$ cat src/rtl/gmii_rx_framer.sv
// GMII receive framer: strips preamble/SFD, forwards frame bytes one cycle late,
// checks FCS, length and rx_er, and counts aborted preambles.
module gmii_rx_framer #(
  parameter int MIN_LEN = 64,
  parameter int MAX_LEN = 1522
) (
  input  logic        gmii_clk,
  input  logic        rst,
  input  logic        gmii_rx_dv,
  input  logic        gmii_rx_er,
  input  logic [7:0]  gmii_rxd,
  output logic        out_ctrl,
  output logic [7:0]  out_data,
  output logic        out_sof,
  output logic        out_eof,
  output logic        stat_good,
  output logic        stat_crc_err,
  output logic        stat_rx_err,
  output logic        stat_len_err,
  output logic [15:0] stat_len,
  output logic [15:0] drop_cnt
);

  typedef enum logic [1:0] {
    S_IDLE = 2'd0,
    S_PRE  = 2'd1,
    S_DATA = 2'd2,
    S_DROP = 2'd3
  } state_t;

  localparam logic [31:0] CRC_POLY    = 32'hEDB88320;
  localparam logic [31:0] CRC_RESIDUE = 32'hDEBB20E3;
  localparam logic [15:0] MIN_L       = 16'(MIN_LEN);
  localparam logic [15:0] MAX_L       = 16'(MAX_LEN);

  state_t      state_q, state_d;
  logic [31:0] crc_q, crc_d;
  logic [15:0] len_q, len_d;
  logic        rxerr_q, rxerr_d;
  logic        first_q, first_d;
  logic        out_ctrl_q, out_ctrl_d;
  logic [7:0]  out_data_q, out_data_d;
  logic        out_sof_q, out_sof_d;
  logic        out_eof_q, out_eof_d;
  logic        good_q, good_d;
  logic        crc_err_q, crc_err_d;
  logic        rx_err_q, rx_err_d;
  logic        len_err_q, len_err_d;
  logic [15:0] stat_len_q, stat_len_d;
  logic [15:0] drop_cnt_q, drop_cnt_d;
  logic        drop_inc;
  logic        fcs_bad;
  logic        len_bad;

  // Reflected CRC-32, data consumed LSB first.
  function automatic logic [31:0] crc_byte(input logic [31:0] c_in, input logic [7:0] d);
    logic [31:0] c;
    c = c_in;
    for (int i = 0; i < 8; i++) begin
      if (c[0] ^ d[i]) c = (c >> 1) ^ CRC_POLY;
      else             c = c >> 1;
    end
    return c;
  endfunction

  assign fcs_bad = (crc_q != CRC_RESIDUE);
  assign len_bad = (len_q < MIN_L) || (len_q > MAX_L);

  always_comb begin
    state_d    = state_q;
    crc_d      = crc_q;
    len_d      = len_q;
    rxerr_d    = rxerr_q;
    first_d    = first_q;
    out_ctrl_d = 1'b0;
    out_data_d = 8'h00;
    out_sof_d  = 1'b0;
    out_eof_d  = 1'b0;
    good_d     = good_q;
    crc_err_d  = crc_err_q;
    rx_err_d   = rx_err_q;
    len_err_d  = len_err_q;
    stat_len_d = stat_len_q;
    drop_inc   = 1'b0;

    case (state_q)
      S_IDLE: begin
        if (gmii_rx_dv) begin
          if (gmii_rxd == 8'h55) begin
            state_d = S_PRE;
          end else begin
            state_d  = S_DROP;
            drop_inc = 1'b1;
          end
        end
      end
      S_PRE: begin
        if (!gmii_rx_dv) begin
          state_d  = S_IDLE;
          drop_inc = 1'b1;
        end else if (gmii_rx_er) begin
          state_d  = S_DROP;
          drop_inc = 1'b1;
        end else if (gmii_rxd == 8'h55) begin
          state_d = S_PRE;
        end else if (gmii_rxd == 8'hD5) begin
          state_d = S_DATA;
          crc_d   = 32'hFFFF_FFFF;
          len_d   = 16'd0;
          rxerr_d = 1'b0;
          first_d = 1'b1;
        end else begin
          state_d  = S_DROP;
          drop_inc = 1'b1;
        end
      end
      S_DATA: begin
        if (gmii_rx_dv) begin
          out_ctrl_d = 1'b1;
          out_data_d = gmii_rxd;
          out_sof_d  = first_q;
          first_d    = 1'b0;
          crc_d      = crc_byte(crc_q, gmii_rxd);
          if (len_q != 16'hFFFF) len_d = len_q + 16'd1;
          if (gmii_rx_er) rxerr_d = 1'b1;
        end else begin
          // The last byte is already in crc_q/len_q, so stats resolve here.
          state_d    = S_IDLE;
          out_eof_d  = 1'b1;
          stat_len_d = len_q;
          crc_err_d  = fcs_bad;
          rx_err_d   = rxerr_q;
          len_err_d  = len_bad;
          good_d     = !fcs_bad && !rxerr_q && !len_bad;
        end
      end
      S_DROP: begin
        if (!gmii_rx_dv) state_d = S_IDLE;
      end
      default: state_d = S_IDLE;
    endcase

    drop_cnt_d = drop_cnt_q;
    if (drop_inc && drop_cnt_q != 16'hFFFF) drop_cnt_d = drop_cnt_q + 16'd1;
  end

  always_ff @(posedge gmii_clk or posedge rst) begin
    if (rst) begin
      state_q    <= S_IDLE;
      crc_q      <= 32'd0;
      len_q      <= 16'd0;
      rxerr_q    <= 1'b0;
      first_q    <= 1'b0;
      out_ctrl_q <= 1'b0;
      out_data_q <= 8'h00;
      out_sof_q  <= 1'b0;
      out_eof_q  <= 1'b0;
      good_q     <= 1'b0;
      crc_err_q  <= 1'b0;
      rx_err_q   <= 1'b0;
      len_err_q  <= 1'b0;
      stat_len_q <= 16'd0;
      drop_cnt_q <= 16'd0;
    end else begin
      state_q    <= state_d;
      crc_q      <= crc_d;
      len_q      <= len_d;
      rxerr_q    <= rxerr_d;
      first_q    <= first_d;
      out_ctrl_q <= out_ctrl_d;
      out_data_q <= out_data_d;
      out_sof_q  <= out_sof_d;
      out_eof_q  <= out_eof_d;
      good_q     <= good_d;
      crc_err_q  <= crc_err_d;
      rx_err_q   <= rx_err_d;
      len_err_q  <= len_err_d;
      stat_len_q <= stat_len_d;
      drop_cnt_q <= drop_cnt_d;
    end
  end

  assign out_ctrl     = out_ctrl_q;
  assign out_data     = out_data_q;
  assign out_sof      = out_sof_q;
  assign out_eof      = out_eof_q;
  assign stat_good    = good_q;
  assign stat_crc_err = crc_err_q;
  assign stat_rx_err  = rx_err_q;
  assign stat_len_err = len_err_q;
  assign stat_len     = stat_len_q;
  assign drop_cnt     = drop_cnt_q;

endmodule

$ cat config.mk
export PLATFORM = sky130hd
export DESIGN_NAME = gmii_rx_framer
export DESIGN_NICKNAME = d
export VERILOG_FILES = /design/src/rtl/gmii_rx_framer.sv
export SDC_FILE = /design/constraint.sdc
export NUM_CORES = 1
export LEC_CHECK = 0
export CAP_MARGIN = 15
export CORE_AREA = 2 2 98 109
export DETAILED_ROUTE_END_ITERATION = 8
export DIE_AREA = 0 0 100 111
export PLACE_DENSITY = 0.72
export SYNTH_ARGS = -nofsm -noshare
export SYNTH_HDL_FRONTEND = slang
export SYNTH_SLANG_ARGS = --single-unit
$ cat constraint.sdc
create_clock -name gmii_clk -period 3.1 [get_ports gmii_clk]
set_clock_uncertainty 0.1 [all_clocks]
set_input_delay 0.62 -clock gmii_clk [delete_from_list [all_inputs] [get_ports gmii_clk]]
set_output_delay 0.62 -clock gmii_clk [all_outputs]
set_load 0.01 [all_outputs]
== After elaboration in Yosys (flattened, before gate mapping) ==
Index checks and enable logic that the tools add are counted.

* Memory bits (read-only): 0
* Input port bits: 12
* Register bits after elaboration: 99
* Bits in latches: 0
* RAM bits: 0
* Output and inout bits: 47
* Memories kept: 0

* Shift-type cells: 0
* Bitwise gates (word level): 17
* Equality and inequality tests: 17
* Order comparisons: 2
* Muxes and demuxes: 71
* Reduce and logical (&&, ||, !) cells: 15
* Add/sub/neg operators: 2
* Divide/modulo/power cells: 0
* Multiply operators: 0

{| class="wikitable"
|+ Operator list
! operator !! count
|-
| 32-bit 2-to-1 mux || 27
|-
| 13-bit inverter with 14-bit output || 8
|-
| 16-bit 2-to-1 mux || 6
|-
| 32-bit one-hot mux with 2 select lines || 1
|-
| 16-bit by 1-bit adder with 16-bit output, second input constant || 2
|-
| 16-bit inequality test, second input constant || 2
|-
| 32-bit inequality test, second input constant || 1
|-
| 16-bit one-hot mux with 2 select lines || 1
|-
| 1-bit 2-to-1 mux || 24
|-
| 2-bit inequality test, second input constant || 9
|-
| 16-bit by 11-bit greater-than comparator with 1-bit output, second input constant || 1
|-
| 16-bit by 7-bit < comparator with 1-bit output, second input constant || 1
|-
| 8-bit 2-to-1 mux || 2
|-
| 7-bit AND reduction || 2
|-
| 2-bit 2-to-1 mux || 6
|-
| 8-bit by 7-bit equality test with 1-bit output, second input constant || 1
|-
| 8-bit equality test, second input constant || 1
|-
| 1-bit bitwise XOR || 8
|-
| 1-bit one-hot mux with 2 select lines || 3
|-
| 2-bit one-hot mux with 3 select lines || 1
|-
| 6-bit AND reduction || 1
|-
| 2-bit equality test, second input constant || 2
|-
| 2-bit AND reduction || 2
|-
| 1-bit logical AND || 3
|-
| other kinds (7) || 9
|}

== Longest topological paths before layout ==
Gate-level depths: netlist of run 1.

* Depth in word-level cells: 32
* Mapped depth: 7
* Gate-level depth less buffers: 6

== Least setup slack after synthesis of run 1 ==
OpenSTA, ideal clock, no wires.

* Path type: input port to flip-flop
* From: in gmii_rxd[1]
* To: reg drop_cnt_q[1], in the netlist drop_cnt[1]
* Setup slack: 0.867 ns
* Arrival time: 2.009 ns
* Cell stages on the path: 5
* Buffers on the path: 0
* Path through: or3b_2 > o311ai_0 > a21oi_1 > nand2_1 > mux2_2

* Word-level cells in the longest chain between the ends: 7
* Elaborated cells between the ends (all ways): 10

{| class="wikitable"
|+ RTL lines
! item !! RTL line !! RTL
|-
| start: declaration || 11 || <nowiki>input logic [7:0] gmii_rxd,</nowiki>
|-
| 8-bit equality test || 106 || <nowiki>end else if (gmii_rxd == 8'hD5) begin</nowiki>
|-
| 1-bit 2-to-1 mux || 106 ||
|-
| 1-bit 2-to-1 mux || 104 || <nowiki>end else if (gmii_rxd == 8'h55) begin</nowiki>
|-
| 1-bit 2-to-1 mux || 101 || <nowiki>end else if (gmii_rx_er) begin</nowiki>
|-
| 1-bit 2-to-1 mux || 98 || <nowiki>if (!gmii_rx_dv) begin</nowiki>
|-
| 1-bit one-hot mux with 2 select lines * || 86 || <nowiki>case (state_q)</nowiki>
|-
| 1-bit logical AND * || 144 || <nowiki>if (drop_inc && drop_cnt_q != 16'hFFFF) drop_cnt_d = drop_cnt_q + 16'd1;</nowiki>
|-
| end signal: assignment || 179 || <nowiki>drop_cnt_q <= drop_cnt_d;</nowiki>
|-
| end: declaration || 50 || <nowiki>logic [15:0] drop_cnt_q, drop_cnt_d;</nowiki>
|}

Mark *: on every way between the ends. The rest lies on a longest branch, timed or not.
A chain may end at the register's enable or synchronous reset.

== Worst setup path after layout of run 1 ==
Ends and elaborated chain as after synthesis.

==> impl_metrics.json, run 1 <==
{
  "cts.path.max_buffers": 2,
  "timing.slew.headroom": 0.477,
  "grt_max_degree": 45,
  "synth_area_leaders": "dfrtp_1, xnor2_1, mux2_2",
  "ys_seq_area_frac": 0.498,
  "cp.arrival_ns": 2.58,
  "nNetsFinal": 537,
  "synthCells": 454,
  "fin_ws_ns": 0.655,
  "power_density_nw_per_um2": 1020,
  "r2r-end": "len_q[5]",
  "status": "completed",
  "cpLargestDelayFamily": "simple AND/OR/NAND/NOR gates",
  "holdPathStages": 2,
  "ys_top_cells_by_count": "dfrtp_1, xnor2_1, a21oi_1",
  "slowest_delay_ns": 0.53,
  "setup_violations": 0,
  "vias": 3802,
  "drt_iter0_drc": 239,
  "first_pass_iters": 5,
  "fin_crit_sh": 0.789,
  "coreArea_sq_um": 10100,
  "clock.fmax_mhz": 409,
  "cp_slowest_cell": "or3b_2",
  "die_w_microns": 100,
  "place_ws_ns": 0.304,
  "cts.sinks": 99,
  "hold_buffers": 0,
  "postLayoutCoreUtil": 0.601,
  "grt_use_total": 0.218,
  "synth_edf_count": 0,
  "drv_slew": 0,
  "cts_tree": "done",
  "cp.required_ns": 3.24,
  "r2r-start": "len_q[0]",
  "route.detailed.wl_per_inst_microns": 17.3,
  "hold_violations": 0,
  "path_cells": "clkdlybuf4s50_1, or3b_2, o311ai_0, a21oi_1, nand2_1, mux2_2",
  "dp_hpwl_microns": 7930,
  "cts_max_level": 3,
  "endpoint_kind": "register",
  "fin_cells": 651,
  "grt_first_pass_wirelength_microns": 19300,
  "leakage_nw": 2.54,
  "yosys_warnings": 0,
  "die-height_microns": 111,
  "cts.clk_slew.worst_paths_ns": 0.07,
  "cts_buffers": 9,
  "dp_cells": 635,
  "ys_types": 50,
  "synth_area_per_cell_sq_um": 11.0,
  "finalSetupTns_ns": 0,
  "hp-start": "first_q",
  "antenna_cells": 0,
  "crit_fanout": 4,
  "min_to": "first_q",
  "synth_area_sq_um": 4980,
  "grt_pass1_vias": 3851,
  "worstSkewPairLatency_ns": 0.35,
  "critical_path_class": "input port to register",
  "start_kind": "input port",
  "syn_nets": 468,
  "gp_congestion": 0.955,
  "yosys_register_bits": 99,
  "io_pins": 59,
  "clock_tree.root_cell": "clkbuf_16",
  "drc": 0,
  "viasPerCell": 5.84,
  "num_rows": 39,
  "ant_nets": 0,
  "area_growth_pct": 22.6,
  "wl_microns": 11200,
  "reg2reg_depth": 6,
  "initial_core_util": 0.490,
  "antenna_found_initial": 0,
  "io_buffers": 58,
  "overflow": 0,
  "period_minus_slack_ns": 2.44,
  "drive_gt1_frac": 0.134,
  "tightest_slew_ns": 0.778,
  "rsz0062_at_grt": "no",
  "power_mw": 6.22,
  "synth_top_area_frac": 0.498,
  "async_flop_share": 1.00,
  "synthFlopType": "dfrtp_1",
  "critical_path_buf_inv_count": 1,
  "rrSetupSlack_ns": 0.78,
  "hold_class": "register to register",
  "post_cts_resized": 0,
  "yosysTopAreaCell": "dfrtp_1",
  "drv_cap": 0,
  "ir_worst_vdd_mv": 0.577,
  "die_area_sq_um": 11100,
  "synth_most_common_cell": "dfrtp_1",
  "postCtsSetupBuffers": 0
}
[tightest hold or removal path, stage by stage (launching register included)]
cell and delay (ns):
dfrtp_1 0.34, nor2_1 0.05, nor2_1 0.07
[state kept, by name, indices dropped and copies added (netlist names)]
signal,flops
stat_crc_err,1
out_data,8
stat_len,16
drop_cnt,16
state_q,2
len_q,16
stat_len_err,1
crc_q,32
out_ctrl,1
rxerr_q,1
first_q,1
out_eof,1
stat_rx_err,1
out_sof,1
stat_good,1
[per-layer routing]
| metal | GRT usage | share of wire | routed length [microns] |
|---|---|---|---|
| met4 | 0.0968 | 0.026 | 288 |
| met5 | 0 | 0 | 0 |
| met2 | 0.343 | 0.48 | 5430 |
| met3 | 0.0322 | 0.042 | 473 |
| met1 | 0.299 | 0.45 | 5040 |
[logic make-up (layout without fill, tap and decap cells)]
family,after synthesis,count (layout),synth area share
simple gates,133,133,0.149
buf+inv,28,102,0.0231
flops,99,99,0.498
compound gates,91,91,0.119
fa+ha+maj,2,2,0.00503
xor+xnor,83,83,0.166
mux,18,18,0.0407
[layout by cell type (no fill, tap or decap), types with 5 or more instances in the layout]
master and instances:
dfrtp_1 99, xnor2_1 58, clkdlybuf4s50_1 58, a21oi_1 37, nor2_1 33, buf_4 21
mux2_2 18, nand2_1 17, nand4_1 17, and3_1 17, xor2_1 16, nand3_1 14
o22a_1 12, a31oi_1 10, o21ai_0 9, clkbuf_16 9, inv_1 5, xnor2_2 5
[stage by stage]
step	cell area [sq um]	hold slack (ns)
6_report	6100	0.400
5_1_grt	6100	0.428
4_1_cts	6100	0.408
3_5_place_dp	5800	0.396
3_3_place_gp	5800	0.375
2_1_floorplan	4980	0.358
[worst max path at each step]
stage          slack (ns)           to  cells after the start         from
2_1_floorplan        0.87  drop_cnt[1]                      5  gmii_rxd[1]
3_3_place_gp         0.36  drop_cnt[1]                      6  gmii_rxd[1]
3_5_place_dp         0.30  drop_cnt[1]                      6  gmii_rxd[1]
4_1_cts              0.66  drop_cnt[1]                      6  gmii_rxd[1]
5_1_grt              0.53    crc_q[22]                      6  gmii_rxd[2]
6_report             0.66  drop_cnt[1]                      6  gmii_rxd[1]
[power breakdown]
| group | leakage (nW) | switching [mW] | total, mW | internal, mW |
|---|---|---|---|---|
| Clock | 0.138 | 0.510 | 1.14 | 0.630 |
| Sequential | 1.23 | 0.371 | 2.00 | 1.63 |
| Combinational | 1.17 | 1.43 | 3.08 | 1.65 |
[layout make-up]
class / instances / area (sq um)
Clock buffer: 9 / 225
Sequential cell: 99 / 2480
Fill cell: 839 / 4050
Inverter: 6 / 26.3
Multi-Input combinational cell: 327 / 2390
Tap cell: 123 / 154
Clock inverter: 7 / 75.1
Timing Repair Buffer: 80 / 758
Power figures use the tool's default switching activity.
==> run 2: changes to the inputs <==
==> constraint.sdc (replaced) <==
create_clock -name gmii_clk -period 2.24 [get_ports gmii_clk]
set_clock_uncertainty 0.1 [all_clocks]
set_input_delay 0.448 -clock gmii_clk [delete_from_list [all_inputs] [get_ports gmii_clk]]
set_output_delay 0.448 -clock gmii_clk [all_outputs]
set_load 0.01 [all_outputs]
==> impl_metrics.json, run 2 (synthesized netlist as in run 1, its figures left out) <==
{
  "clock.fmax_mhz": 465,
  "final_common_cell": "dfrtp_1",
  "period_minus_slack_ns": 2.15,
  "setup_violations": 0,
  "area_growth_pct": 29.5,
  "critical_path_class": "input port to register",
  "fillCellCount": 807,
  "cts.path.max_buffers": 2,
  "grt_first_pass_wirelength_microns": 19400,
  "die_area_sq_um": 11100,
  "timing.slew.headroom": 0.639,
  "postCtsSetupBuffers": 0,
  "first_pass_iters": 4,
  "post_cts_resized": 0,
  "coreArea_sq_um": 10100,
  "finalSetupTns_ns": 0,
  "dp_cells": 668,
  "path_cells": "clkdlybuf4s50_1, buf_4, xnor2_2, buf_4, xor2_1, xnor2_1, xnor2_1, a21oi_1",
  "drv_slew": 0,
  "drt_iter0_drc": 301,
  "hold_buffers": 0,
  "drive_gt1_frac": 0.185,
  "globalRoute.busiestLayer": "met2",
  "route.detailed.wl_per_inst_microns": 17.0,
  "antenna_found_initial": 0,
  "cts_buffers": 9,
  "critical_path_buf_inv_count": 3,
  "cts_max_level": 3,
  "nNetsFinal": 570,
  "grt_use_total": 0.221,
  "status": "completed",
  "cts.clk_slew.worst_paths_ns": 0.06,
  "rsz0062_at_grt": "no",
  "dp_hpwl_microns": 8120,
  "vias": 3890,
  "io_pins": 59,
  "tightest_slew_ns": 0.542,
  "top_register": "crc_q",
  "fin_crit_sh": 0.961,
  "wl_microns": 11600,
  "crit_fanout": 4,
  "gp_congestion": 0.878,
  "drc": 0,
  "grt_use_met1": 0.300,
  "io_buffers": 58,
  "hold_class": "register to register",
  "leakage_nw": 2.74,
  "power_density_nw_per_um2": 1430,
  "endpoint_kind": "register",
  "die_w_microns": 100,
  "slowest_delay_ns": 0.48,
  "cp_slowest_cell": "clkdlybuf4s50_1",
  "ant_nets": 0,
  "grt_util_met2": 0.346,
  "viasPerCell": 5.69,
  "grt_max_degree": 100,
  "cts_tree": "done",
  "cp.arrival_ns": 2.28,
  "antenna_cells": 0,
  "start_kind": "input port",
  "grt_pass1_vias": 3844,
  "cp.required_ns": 2.37,
  "die-height_microns": 111,
  "cpLargestDelayFamily": "buffers and inverters",
  "met3_usage": 0.0397,
  "overflow": 0,
  "worstSkewPairLatency_ns": 0.35,
  "clock_tree.root_cell": "clkbuf_16",
  "cts.sinks": 99,
  "num_rows": 39,
  "drv_cap": 0,
  "fin_cells": 684,
  "final_cell_mix": "dfrtp_1, xnor2_1, clkdlybuf4s50_1",
  "ir_worst_vdd_mv": 1.19,
  "hold_violations": 0,
  "largest_reg_flops": 32,
  "initial_core_util": 0.490
}
[run 2: power breakdown]
| group | total (mW) | switching, mW | leakage (nW) | internal (mW) |
|---|---|---|---|---|
| Combinational | 4.73 | 2.11 | 1.34 | 2.62 |
| Clock | 1.72 | 0.650 | 0.166 | 1.07 |
| Sequential | 2.77 | 0.512 | 1.23 | 2.26 |
| Total | 9.22 | 3.27 | 2.74 | 5.95 |
[run 2: final cells by class]
| type | count | area (sq um) | share of cell area |
|---|---|---|---|
| flip-flops and latches | 99 | 2480 | 0.384 |
| multi-input cells | 327 | 2420 | 0.375 |
| repair buffers | 113 | 1030 | 0.160 |
| clock buffers | 13 | 270 | 0.0419 |
| well taps | 123 | 154 | 0.0239 |
| clock inverters | 3 | 68.8 | 0.0107 |
| inverters | 6 | 26.3 | 0.00408 |
[run 2: worst paths after layout]
kind                              from      endpoint  slack (ns)  cells past startpoint
max in group asynchronous          rst      crc_q[0]        1.11                      3
min reg2reg                    first_q       first_q        0.40                      2
min                            first_q       first_q        0.40                      2
min in group asynchronous          rst  drop_cnt[10]        0.49                      3
max reg2reg                   crc_q[3]     stat_good        0.24                      6
max                        gmii_rxd[6]     crc_q[19]        0.09                      8
[run 2: worst min-delay path: stages (launching register included)]
cell and delay (ns):
dfrtp_1 0.34, nor2_1 0.05, nor2_1 0.07
[run 2: layer usage]
| layer | vias up | part of all wire |
|---|---|---|
| li1 | 1838 | - |
| met1 | 1908 | 0.45 |
| met2 | 118 | 0.48 |
| met3 | 26 | 0.044 |
| met4 | 0 | 0.025 |
| met5 | - | 0 |
[run 2: metrics by stage]
| step | power (mW) | area (sq um) | util | setup slack (ns) | hold WS, ns |
|---|---|---|---|---|---|
| after floorplan | 5.84 | 4980 | - | 0.179 | 0.358 |
| after global placement | 7.35 | 6070 | 0.598 | -0.265 | 0.368 |
| after detailed placement | 7.42 | 6070 | 0.598 | -0.298 | 0.381 |
| after CTS | 9.23 | 6410 | 0.632 | 0.0462 | 0.398 |
| after global routing | 9.81 | 6440 | 0.635 | 0.000128 | 0.419 |
| final | 9.22 | 6440 | 0.635 | 0.0884 | 0.399 |
==> run 3: changes to the inputs <==
==> constraint.sdc (replaced) <==
create_clock -name gmii_clk -period 2.24 [get_ports gmii_clk]
set_clock_uncertainty 0.1 [all_clocks]
set_input_delay 0.448 -clock gmii_clk [delete_from_list [all_inputs] [get_ports gmii_clk]]
set_output_delay 0.448 -clock gmii_clk [all_outputs]
set_load 0.02 [all_outputs]
==> results of run 3 <==
Same layout as run 2 (identical final DEF). Status: completed.
Main changes from that run: total power 9.22 mW -> 9.31 mW
